`src/rtl/uart_rx_8n1_if.sv`:
```
// uart_rx_8n1_if: parallel-side bundle between uart_rx_8n1 and its consumer.
//   rx_data   [7:0] received byte, LSB = first data bit on the wire
//   rx_valid        rx_data valid (pulse, or FIFO non-empty level)
//   rx_ready        consumer accepts the head byte (used only with the FIFO build)
//   frame_err       one-cycle pulse: stop bit sampled low
//   overrun         one-cycle pulse: byte dropped because the FIFO was full
// master = receiver side, slave = consumer side.
interface uart_rx_8n1_if;
  logic [7:0] rx_data;
  logic       rx_valid;
  logic       rx_ready;
  logic       frame_err;
  logic       overrun;

  modport master (output rx_data, output rx_valid, output frame_err, output overrun,
                  input  rx_ready);
  modport slave  (input  rx_data, input  rx_valid, input  frame_err, input  overrun,
                  output rx_ready);
endinterface

```
`src/rtl/uart_rx_8n1.sv`:
```
// uart_rx_8n1: 8N1 serial receiver on the 12 MHz system clock.
//   Two-flop synchroniser, start-bit check at half a bit, mid-bit data sampling,
//   stop-bit framing check with a BREAK state so a held-low line reports once.
// Ports:
//   clk12   system clock
//   rst_n   asynchronous active-low reset
//   rx      asynchronous serial input, idle high
//   bus     uart_rx_8n1_if.master: rx_data, rx_valid, rx_ready, frame_err, overrun
// Parameters:
//   CLKS_PER_BIT  clk12 cycles per bit (>= 4)
//   FIFO_DEPTH    receive FIFO entries (power of two, >= 2), FIFO build only
// Build option:
//   `define UART_RX_FIFO_EN  -> FIFO_DEPTH-entry first-word-fall-through FIFO with
//   ready/valid; otherwise rx_valid is a one-cycle pulse and overrun is always 0.
module uart_rx_8n1 #(
  parameter int unsigned CLKS_PER_BIT = 104,
  parameter int unsigned FIFO_DEPTH   = 4
) (
  input  logic           clk12,
  input  logic           rst_n,
  input  logic           rx,
  uart_rx_8n1_if.master  bus
);

  localparam int unsigned CW = $clog2(CLKS_PER_BIT);
  localparam logic [CW-1:0] HALF_C = CW'((CLKS_PER_BIT - 1) / 2);
  localparam logic [CW-1:0] LAST_C = CW'(CLKS_PER_BIT - 1);

  typedef enum logic [2:0] {
    S_IDLE,
    S_START,
    S_DATA,
    S_STOP,
    S_BREAK
  } state_t;

  state_t        state, state_nxt;
  logic          rx_meta, rx_s;
  logic [CW-1:0] cnt;
  logic [2:0]    bit_idx;
  logic [7:0]    shreg;
  logic          bit_done;
  logic          sample_bit;
  logic          good_byte;
  logic          bad_stop;

  always_ff @(posedge clk12 or negedge rst_n) begin
    if (!rst_n) begin
      rx_meta <= 1'b1;
      rx_s    <= 1'b1;
    end else begin
      rx_meta <= rx;
      rx_s    <= rx_meta;
    end
  end

  assign bit_done = (cnt == LAST_C);

  always_comb begin
    state_nxt  = state;
    sample_bit = 1'b0;
    good_byte  = 1'b0;
    bad_stop   = 1'b0;
    unique case (state)
      S_IDLE: begin
        if (!rx_s) state_nxt = S_START;
      end
      S_START: begin
        if (cnt == HALF_C) state_nxt = rx_s ? S_IDLE : S_DATA;
      end
      S_DATA: begin
        if (bit_done) begin
          sample_bit = 1'b1;
          if (bit_idx == 3'd7) state_nxt = S_STOP;
        end
      end
      S_STOP: begin
        if (bit_done) begin
          if (rx_s) begin
            good_byte = 1'b1;
            state_nxt = S_IDLE;
          end else begin
            bad_stop  = 1'b1;
            state_nxt = S_BREAK;
          end
        end
      end
      S_BREAK: begin
        if (rx_s) state_nxt = S_IDLE;
      end
      default: state_nxt = S_IDLE;
    endcase
  end

  // The cycle counter restarts on every state change and also wraps at the end of
  // each bit period, so DATA samples every CLKS_PER_BIT cycles without leaving DATA.
  always_ff @(posedge clk12 or negedge rst_n) begin
    if (!rst_n) begin
      state   <= S_IDLE;
      cnt     <= '0;
      bit_idx <= '0;
      shreg   <= '0;
    end else begin
      state <= state_nxt;
      if ((state_nxt != state) || bit_done) cnt <= '0;
      else                                  cnt <= cnt + CW'(1);
      if (state != S_DATA)  bit_idx <= '0;
      else if (sample_bit)  bit_idx <= bit_idx + 3'd1;
      if (sample_bit) shreg <= {rx_s, shreg[7:1]};
    end
  end

  logic frame_err_q;

  always_ff @(posedge clk12 or negedge rst_n) begin
    if (!rst_n) frame_err_q <= 1'b0;
    else        frame_err_q <= bad_stop;
  end

  assign bus.frame_err = frame_err_q;

`ifdef UART_RX_FIFO_EN
  localparam int unsigned AW   = $clog2(FIFO_DEPTH);
  localparam int unsigned CNTW = AW + 1;

  logic [7:0]      mem [FIFO_DEPTH];
  logic [AW-1:0]   wr_ptr, rd_ptr;
  logic [CNTW-1:0] count;
  logic            full, pop, push_ok, overrun_q;

  assign full    = (count == CNTW'(FIFO_DEPTH));
  assign pop     = (count != '0) && bus.rx_ready;
  // A full FIFO still accepts a byte when the head leaves in the same cycle.
  assign push_ok = good_byte && (!full || pop);

  always_ff @(posedge clk12 or negedge rst_n) begin
    if (!rst_n) begin
      for (int unsigned i = 0; i < FIFO_DEPTH; i++) mem[i] <= '0;
      wr_ptr    <= '0;
      rd_ptr    <= '0;
      count     <= '0;
      overrun_q <= 1'b0;
    end else begin
      overrun_q <= good_byte && full && !pop;
      if (push_ok) begin
        mem[wr_ptr] <= shreg;
        wr_ptr      <= wr_ptr + AW'(1);
      end
      if (pop) rd_ptr <= rd_ptr + AW'(1);
      unique case ({push_ok, pop})
        2'b10:   count <= count + CNTW'(1);
        2'b01:   count <= count - CNTW'(1);
        default: count <= count;
      endcase
    end
  end

  assign bus.rx_valid = (count != '0);
  assign bus.rx_data  = mem[rd_ptr];
  assign bus.overrun  = overrun_q;
`else
  logic [7:0] data_q;
  logic       valid_q;
  logic       unused_cfg;

  always_ff @(posedge clk12 or negedge rst_n) begin
    if (!rst_n) begin
      data_q  <= '0;
      valid_q <= 1'b0;
    end else begin
      valid_q <= good_byte;
      if (good_byte) data_q <= shreg;
    end
  end

  assign bus.rx_valid = valid_q;
  assign bus.rx_data  = data_q;
  assign bus.overrun  = 1'b0;
  assign unused_cfg   = bus.rx_ready ^ FIFO_DEPTH[0];
`endif

endmodule
```
`src/flat_wrapper.sv`:
```
// flat-port wrapper written by rule: the top's interface ports become plain ports
module uart_rx_8n1_flat 
#(
  parameter int unsigned CLKS_PER_BIT = 104,
  parameter int unsigned FIFO_DEPTH   = 4
)
  (clk12, rst_n, rx, bus_rx_data, bus_rx_valid, bus_frame_err, bus_overrun, bus_rx_ready);
  uart_rx_8n1_if bus_i ();
  input  logic clk12;
  input  logic rst_n;
  input  logic rx;
  output wire logic [$bits(bus_i.rx_data)-1:0] bus_rx_data;
  output wire logic [$bits(bus_i.rx_valid)-1:0] bus_rx_valid;
  output wire logic [$bits(bus_i.frame_err)-1:0] bus_frame_err;
  output wire logic [$bits(bus_i.overrun)-1:0] bus_overrun;
  input wire logic [$bits(bus_i.rx_ready)-1:0] bus_rx_ready;
  assign bus_rx_data = bus_i.rx_data;
  assign bus_rx_valid = bus_i.rx_valid;
  assign bus_frame_err = bus_i.frame_err;
  assign bus_overrun = bus_i.overrun;
  assign bus_i.rx_ready = bus_rx_ready;
  uart_rx_8n1 #(.CLKS_PER_BIT(CLKS_PER_BIT), .FIFO_DEPTH(FIFO_DEPTH)) u_core (.clk12(clk12), .rst_n(rst_n), .rx(rx), .bus(bus_i));
endmodule
```
`config.mk`:
```
export PLATFORM = sky130hd
export DESIGN_NAME = uart_rx_8n1_flat
export DESIGN_NICKNAME = d
export VERILOG_FILES = /design/src/rtl/uart_rx_8n1_if.sv /design/src/rtl/uart_rx_8n1.sv /design/src/flat_wrapper.sv
export SDC_FILE = /design/constraint.sdc
export NUM_CORES = 1
export LEC_CHECK = 0
export ABC_CLOCK_PERIOD_IN_PS = 2400
export BUFFER_PORTS_ARGS = -buffer_cell sky130_fd_sc_hd__buf_4
export CORE_MARGIN = 2
export CORE_UTILIZATION = 50
export CTS_CLUSTER_DIAMETER = 30
export DETAILED_ROUTE_END_ITERATION = 12
export PLACE_DENSITY = 0.69
export SETUP_SLACK_MARGIN = 0.15
export SLEW_MARGIN = 5
export SYNTH_ARGS = -nofsm -noshare
export SYNTH_HDL_FRONTEND = slang
export SYNTH_SLANG_ARGS = --single-unit
```
`constraint.sdc`:
```
create_clock -name clk12 -period 2.4 [get_ports clk12]
set_input_delay 0.12 -clock clk12 [delete_from_list [all_inputs] [get_ports clk12]]
set_output_delay 0.12 -clock clk12 [all_outputs]
set_load 0.05 [all_outputs]
```
==> metrics.yaml, run 1 <==
synth_enable_flop_cells: 0
power_frac_comb_pct: 2.2
hold_viol_final: 0
synth_fa_ha_area_share_pct: 2.51
place.gp.congestion: 0.823
cellPowerDensity_nw_per_um2: 528
p_leak_nw: 0.789
grt-ovfl-total: 0
startpoint_type: "flop"
tns_ns: 0
placed_cells: 157
antenna_cells: 0
fillCellCount: 246
pin_count: 15
reg2regPathDepth: 5
cts.sinks: 33
synth_area_sq_um: 1500
cts_resized: 0
yosys_warnings: 0
cts_tree: "built"
portBuffers: 12
nNetsFinal: 142
synth_compound_area_share_pct: 3.26
power.share.switching_pct: 23.0
synth_xor_area_share_pct: 4.10
critPathMaxStageDelay_ns: 0.38
setup_viol: 0
clock_latency_ns: 0.34
cp_data_arrival_time_ns: 2.14
required_ns: 2.63
fin_cells: 167
drc: 0
final_common_cell: "dfrtp_1"
syn-num-nets: 128
async_flop_share_pct: 100
coreArea_sq_um: 2810
synth_top_cells_by_area: "dfrtp_1 (52%), mux2_2 (12%), nor2_1 (4.3%)"
switching_power_mw: 0.201
dieHeight_um: 58.7
cts.clk_slew.worst_paths_ns: 0.10
hold_ws_ns: 0.255
drive_gt1_share_pct: 31.6
cap_viol_max_count: 0
finalCritPeriodShare_pct: 79.7
first_pass_iters: 6
htree_levels: 2
cp_max_fo: 8
wl_um: 2320
p_clk_share_pct: 33.6
status: "complete, no violations"
ys.flop_type: "dfrtp_1"
fin_crit_ns: 1.91
drt-wirelength-per-cell_um: 13.9
cts_root_buf: "clkbuf_4"
grt_pass1_vias: 914
finClkSkew_ns: 0.00968
antenna_found_initial: 0
rsz0062_at_grt: "no"
yosysTopAreaCellShare_pct: 51.9
syn_to_final_growth_pct: 10.6
syn_area_per_cell_sq_um: 12.4
synth_top_family_by_area: "simple AND/OR/NAND/NOR gates"
yosysTopAreaCell: "dfrtp_1"
layout_common_cells: "dfrtp_1 (31), nor2_1 (17), mux2_2 (16)"
yosys-mux-area-fraction_pct: 14.1
drt_iter0_drc: 20
internal_power_mw: 0.673
dieArea_sq_um: 3440
yosys.area_share.simple_pct: 17.2
finalMaxSlewViolations: 0
cts.path.max_buffers: 2
grt_pass1_wl_um: 4090
grt.total_usage_pct: 16.2
worstPathCellList: "ha_1 > nand4b_4 > nor3_1 > nand2_1 > mux2_2"
p_seq_share_pct: 64.1
cts_buffers: 5
dr_total_vias: 924
viasPerCell: 5.53
fmax_mhz: 523
post_cts_buffers: 0
endpoint_kind: "flop"
yosys_register_bits: 33
peakVddDrop_v: 0.000338
min_path_type: "in2async"
synth.distinct_cells: 34
synth_cells: 121
seq_area_frac_synth_pct: 55.4
grt_max_degree: 34
ant_nets: 0
dp_hpwl_um: 1610
start_util_pct: 53.3
crit_type: "reg2reg"
slowest_stage: "dfrtp_1"
num_rows: 19
die_w_um: 58.7
[stage by stage]
step | utilization (%) | worst slack [ns] | power (mW) | cell area [sq um]
2_1_floorplan | - | 0.721 | 0.577 | 1500
3_3_place_gp | 56.3 | 0.493 | 0.588 | 1580
3_5_place_dp | 56.3 | 0.464 | 0.589 | 1580
4_1_cts | 59.0 | 0.459 | 0.892 | 1650
5_1_grt | 59.0 | 0.330 | 0.910 | 1650
6_report | 59.0 | 0.487 | 0.874 | 1650
[power by group through the flow]
stage / Clock (mW) / Sequential [mW] / Combinational (mW)
5_1_grt: 0.327 / 0.561 / 0.0224
4_1_cts: 0.311 / 0.561 / 0.0202
2_1_floorplan: 0 / 0.570 / 0.00684
3_3_place_gp: 0 / 0.571 / 0.0171
3_5_place_dp: 0 / 0.571 / 0.0176
6_report: 0.294 / 0.561 / 0.0193
[cells by family after synthesis]
logic type / Yosys count
AO/OA/AOI/OAI: 6
flip-flops: 33
other: 1
adder cells (fa/ha/maj): 3
AND/OR/NAND/NOR: 44
buffers and inverters: 8
multiplexers: 19
XOR/XNOR: 7
[per-layer routing]
layer / track usage [%] / vias up / routed length, um
li1: - / 445 / -
met1: 20.0 / 459 / 1070
met2: 24.9 / 15 / 1120
met3: 5.27 / 5 / 80
met4: 9.74 / 0 / 54
met5: 0 / - / 0
[area by class of cell]
type | count | area (sq um) | area share, %
sequential | 33 | 828 | 50.1
multi-input combinational | 80 | 618 | 37.4
timing repair buffer | 14 | 110 | 6.66
tap | 31 | 38.8 | 2.34
clock buffer | 5 | 37.5 | 2.27
clock inverter | 3 | 17.5 | 1.06
inverter | 1 | 3.75 | 0.227
[critical path, delay by kind of cell (launching register included)]
family                   cells  cell delay [ns]
flip-flops                   1             0.38
AND/OR/NAND/NOR              3             0.74
adder cells (fa/ha/maj)      1             0.34
multiplexers                 1             0.35
[cells in the mapped netlist, types with 2 or more instances]
master,instances
nand2_1,5
mux2i_1,3
ha_1,3
xor2_1,4
o31a_1,2
a21oi_1,2
xnor2_1,3
and3_1,2
mux2_2,16
buf_4,2
nor2_1,17
nor3_1,6
dfstp_2,2
buf_2,2
nand3_1,3
dfrtp_1,31
[state kept, by name, summed over array words and instances, names as in the netlist]
signal                flops
u_core.bit_idx            3
u_core.state              3
u_core.bus.frame_err      1
u_core.cnt                7
u_core.rx_meta            1
u_core.bus.rx_data        8
u_core.rx_s               1
u_core.shreg              8
u_core.bus.rx_valid       1
[path summary, 6_finish.rpt]
| path | from | endpoint | slack, ns |
|---|---|---|---|
| worst max-delay path | u_core.cnt[0] | u_core.bus.rx_data[1] | 0.49 |
| worst min-delay path | rst_n | u_core.cnt[2] | 0.26 |
| worst max register to register | u_core.cnt[0] | u_core.bus.rx_data[1] | 0.49 |
| worst min register to register | u_core.rx_meta | u_core.rx_s | 0.36 |
| max in group asynchronous | rst_n | u_core.rx_s | 1.82 |
| min in group clk12 | u_core.rx_meta | u_core.rx_s | 0.36 |
[timing repair]
item / 4_1_cts / 5_1_grt
endpoints found under the hold margin: 32 / 0
endpoints found under the setup margin: 0 / 0
hold buffers: 2 / 0
No activity file was read; power rests on OpenSTA's default activity.
==> run 2: changes to the inputs <==
ABC_CLOCK_PERIOD_IN_PS = 1600   (was 2400)
PLACE_DENSITY = 0.72   (was 0.69)
clock period = 1.6 ns   (was 2.4 ns; I/O delays follow)
==> run 2 against run 1 <==
Compared with the run above: the run now ends with design-rule violations, negative setup slack left; maximum frequency grew 18%; first-iteration DRC count increased by 90%; cell count grew 11%; setup slack worse by 0.51 ns; core utilization rose by 12 points; critical endpoint is now u_core.shreg[6]; largest power group unchanged.
==> metrics.yaml, run 2 (same netlist as run 1, synthesis figures left out) <==
layout_common_cells: "dfrtp_1 (31), buf_4 (27), mux2_4 (13)"
path_buf_inv: 1
cp_max_fo: 8
first_pass_iters: 8
cap_viol_max_count: 0
cts_tree: "built"
total_power_mw: 1.51
drt_iter0_drc: 38
peakVddDrop_v: 0.000518
rsz0062_at_grt: "yes"
dieHeight_um: 58.7
die_w_um: 58.7
place.gp.congestion: 0.838
final_common_cell: "dfrtp_1"
coreArea_sq_um: 2810
grt_pass1_vias: 1027
hold_ws_ns: 0.215
cts.clk_slew.worst_paths_ns: 0.10
drc: 2
drt-wirelength-per-cell_um: 14.9
cts_root_buf: "clkbuf_4"
fmax_mhz: 617
critPathMaxStageDelay_ns: 0.41
wl_um: 2760
syn_to_final_growth_pct: 32.5
cts.sinks: 33
antenna_found_initial: 0
antenna_cells: 0
num_rows: 19
p_leak_nw: 0.978
fin_util_pct: 70.6
fin_ws_ns: -0.0198
clock_latency_ns: 0.33
dr_total_vias: 1020
finalMaxSlewViolations: 0
ant_nets: 0
hold_viol_final: 0
viasPerCell: 5.51
slowest_stage: "dfrtp_1"
portBuffers: 12
start_util_pct: 53.3
finalCritPeriodShare_pct: 101
required_ns: 1.82
violations: "design-rule violations, negative setup slack"
dp_hpwl_um: 1700
fin_crit_ns: 1.62
endpoint_kind: "flop"
setup_viol: 10
crit_type: "reg2reg"
nNetsFinal: 160
pin_count: 15
cts.path.max_buffers: 2
dieArea_sq_um: 3440
min_path_type: "in2async"
startpoint_type: "flop"
grt.total_usage_pct: 19.0
cp_data_arrival_time_ns: 1.84
htree_levels: 2
worstPathCellList: "or3b_4 > nor3_4 > buf_12 > mux2_4"
cts_buffers: 5
grt-ovfl-total: 0
drive_gt1_share_pct: 48.7
status: "complete, but fails checks"
grt_pass1_wl_um: 4790
dp_slack_ns: 0.0171
cp_top_family: "simple AND/OR/NAND/NOR gates"
finClkSkew_ns: 0.00937
grt_max_degree: 34
cellPowerDensity_nw_per_um2: 763
## run 2: cell count changes in the layout (fill, tap and decap cells not counted), sizes merged
cell | previous run | this run
buf | 12 | 30
clkbuf | 5 | 7
clkinv | 2 | 0
bufinv | 0 | 1
clkinvlp | 1 | 0
## run 2: worst reg2reg max path: cells and delay by family, from the launching register on
kind	cells	cell delay, ns
flops	1	0.41
mux	1	0.30
buf+inv	1	0.16
simple gates	2	0.64
## run 2: cell type report
class	count	area, sq um
sequential	33	828
fill	186	825
multi-input combinational	80	759
timing repair buffer	32	265
clock buffer	7	55.1
tap	31	38.8
clock inverter	1	30.0
inverter	1	3.75
## run 2: layer usage
metal	global-route usage [%]	share of wire (%)	vias up
li1	-	-	481
met1	24.3	45	500
met2	30.2	48	30
met3	5.93	4.5	9
met4	7.79	2.5	0
met5	0	0	-
## run 2: report_power, final
| part | internal [mW] | switching, mW | leakage (nW) | total (mW) |
|---|---|---|---|---|
| combinational | 0.00827 | 0.0252 | 0.493 | 0.0335 |
| sequential | 0.838 | 0.00147 | 0.439 | 0.839 |
| clock | 0.373 | 0.265 | 0.0455 | 0.638 |
## run 2: metrics by stage
stage | instance area, sq um | TNS, ns | std cells
6_report | 1980 | -0.124 | 185
5_1_grt | 1980 | -0.698 | 185
4_1_cts | 1920 | 0 | 183
3_5_place_dp | 1700 | 0 | 169
3_3_place_gp | 1700 | 0 | 169
2_1_floorplan | 1520 | -0.451 | 121
## run 2: final timing paths
| kind | from | to | slack, ns | depth (start not counted) |
|---|---|---|---|---|
| worst max-delay path | u_core.state[2] | u_core.shreg[6] | -0.02 | 4 |
| worst min-delay path | rst_n | u_core.bus.rx_data[0] | 0.21 | 2 |
| worst max register to register | u_core.state[2] | u_core.shreg[6] | -0.02 | 4 |
| worst min register to register | u_core.rx_meta | u_core.rx_s | 0.36 | 0 |
| max in group asynchronous | rst_n | u_core.rx_s | 1.06 | 2 |
| min in group clk12 | u_core.rx_meta | u_core.rx_s | 0.36 | 0 |
## run 2: timing repair
action                                  CTS  global route
resized for setup                        22            11
pin swaps                                 4             6
endpoints found under the hold margin    34             0
hold buffers                              2             0
endpoints found under the setup margin   28            28
setup buffers                             4             2
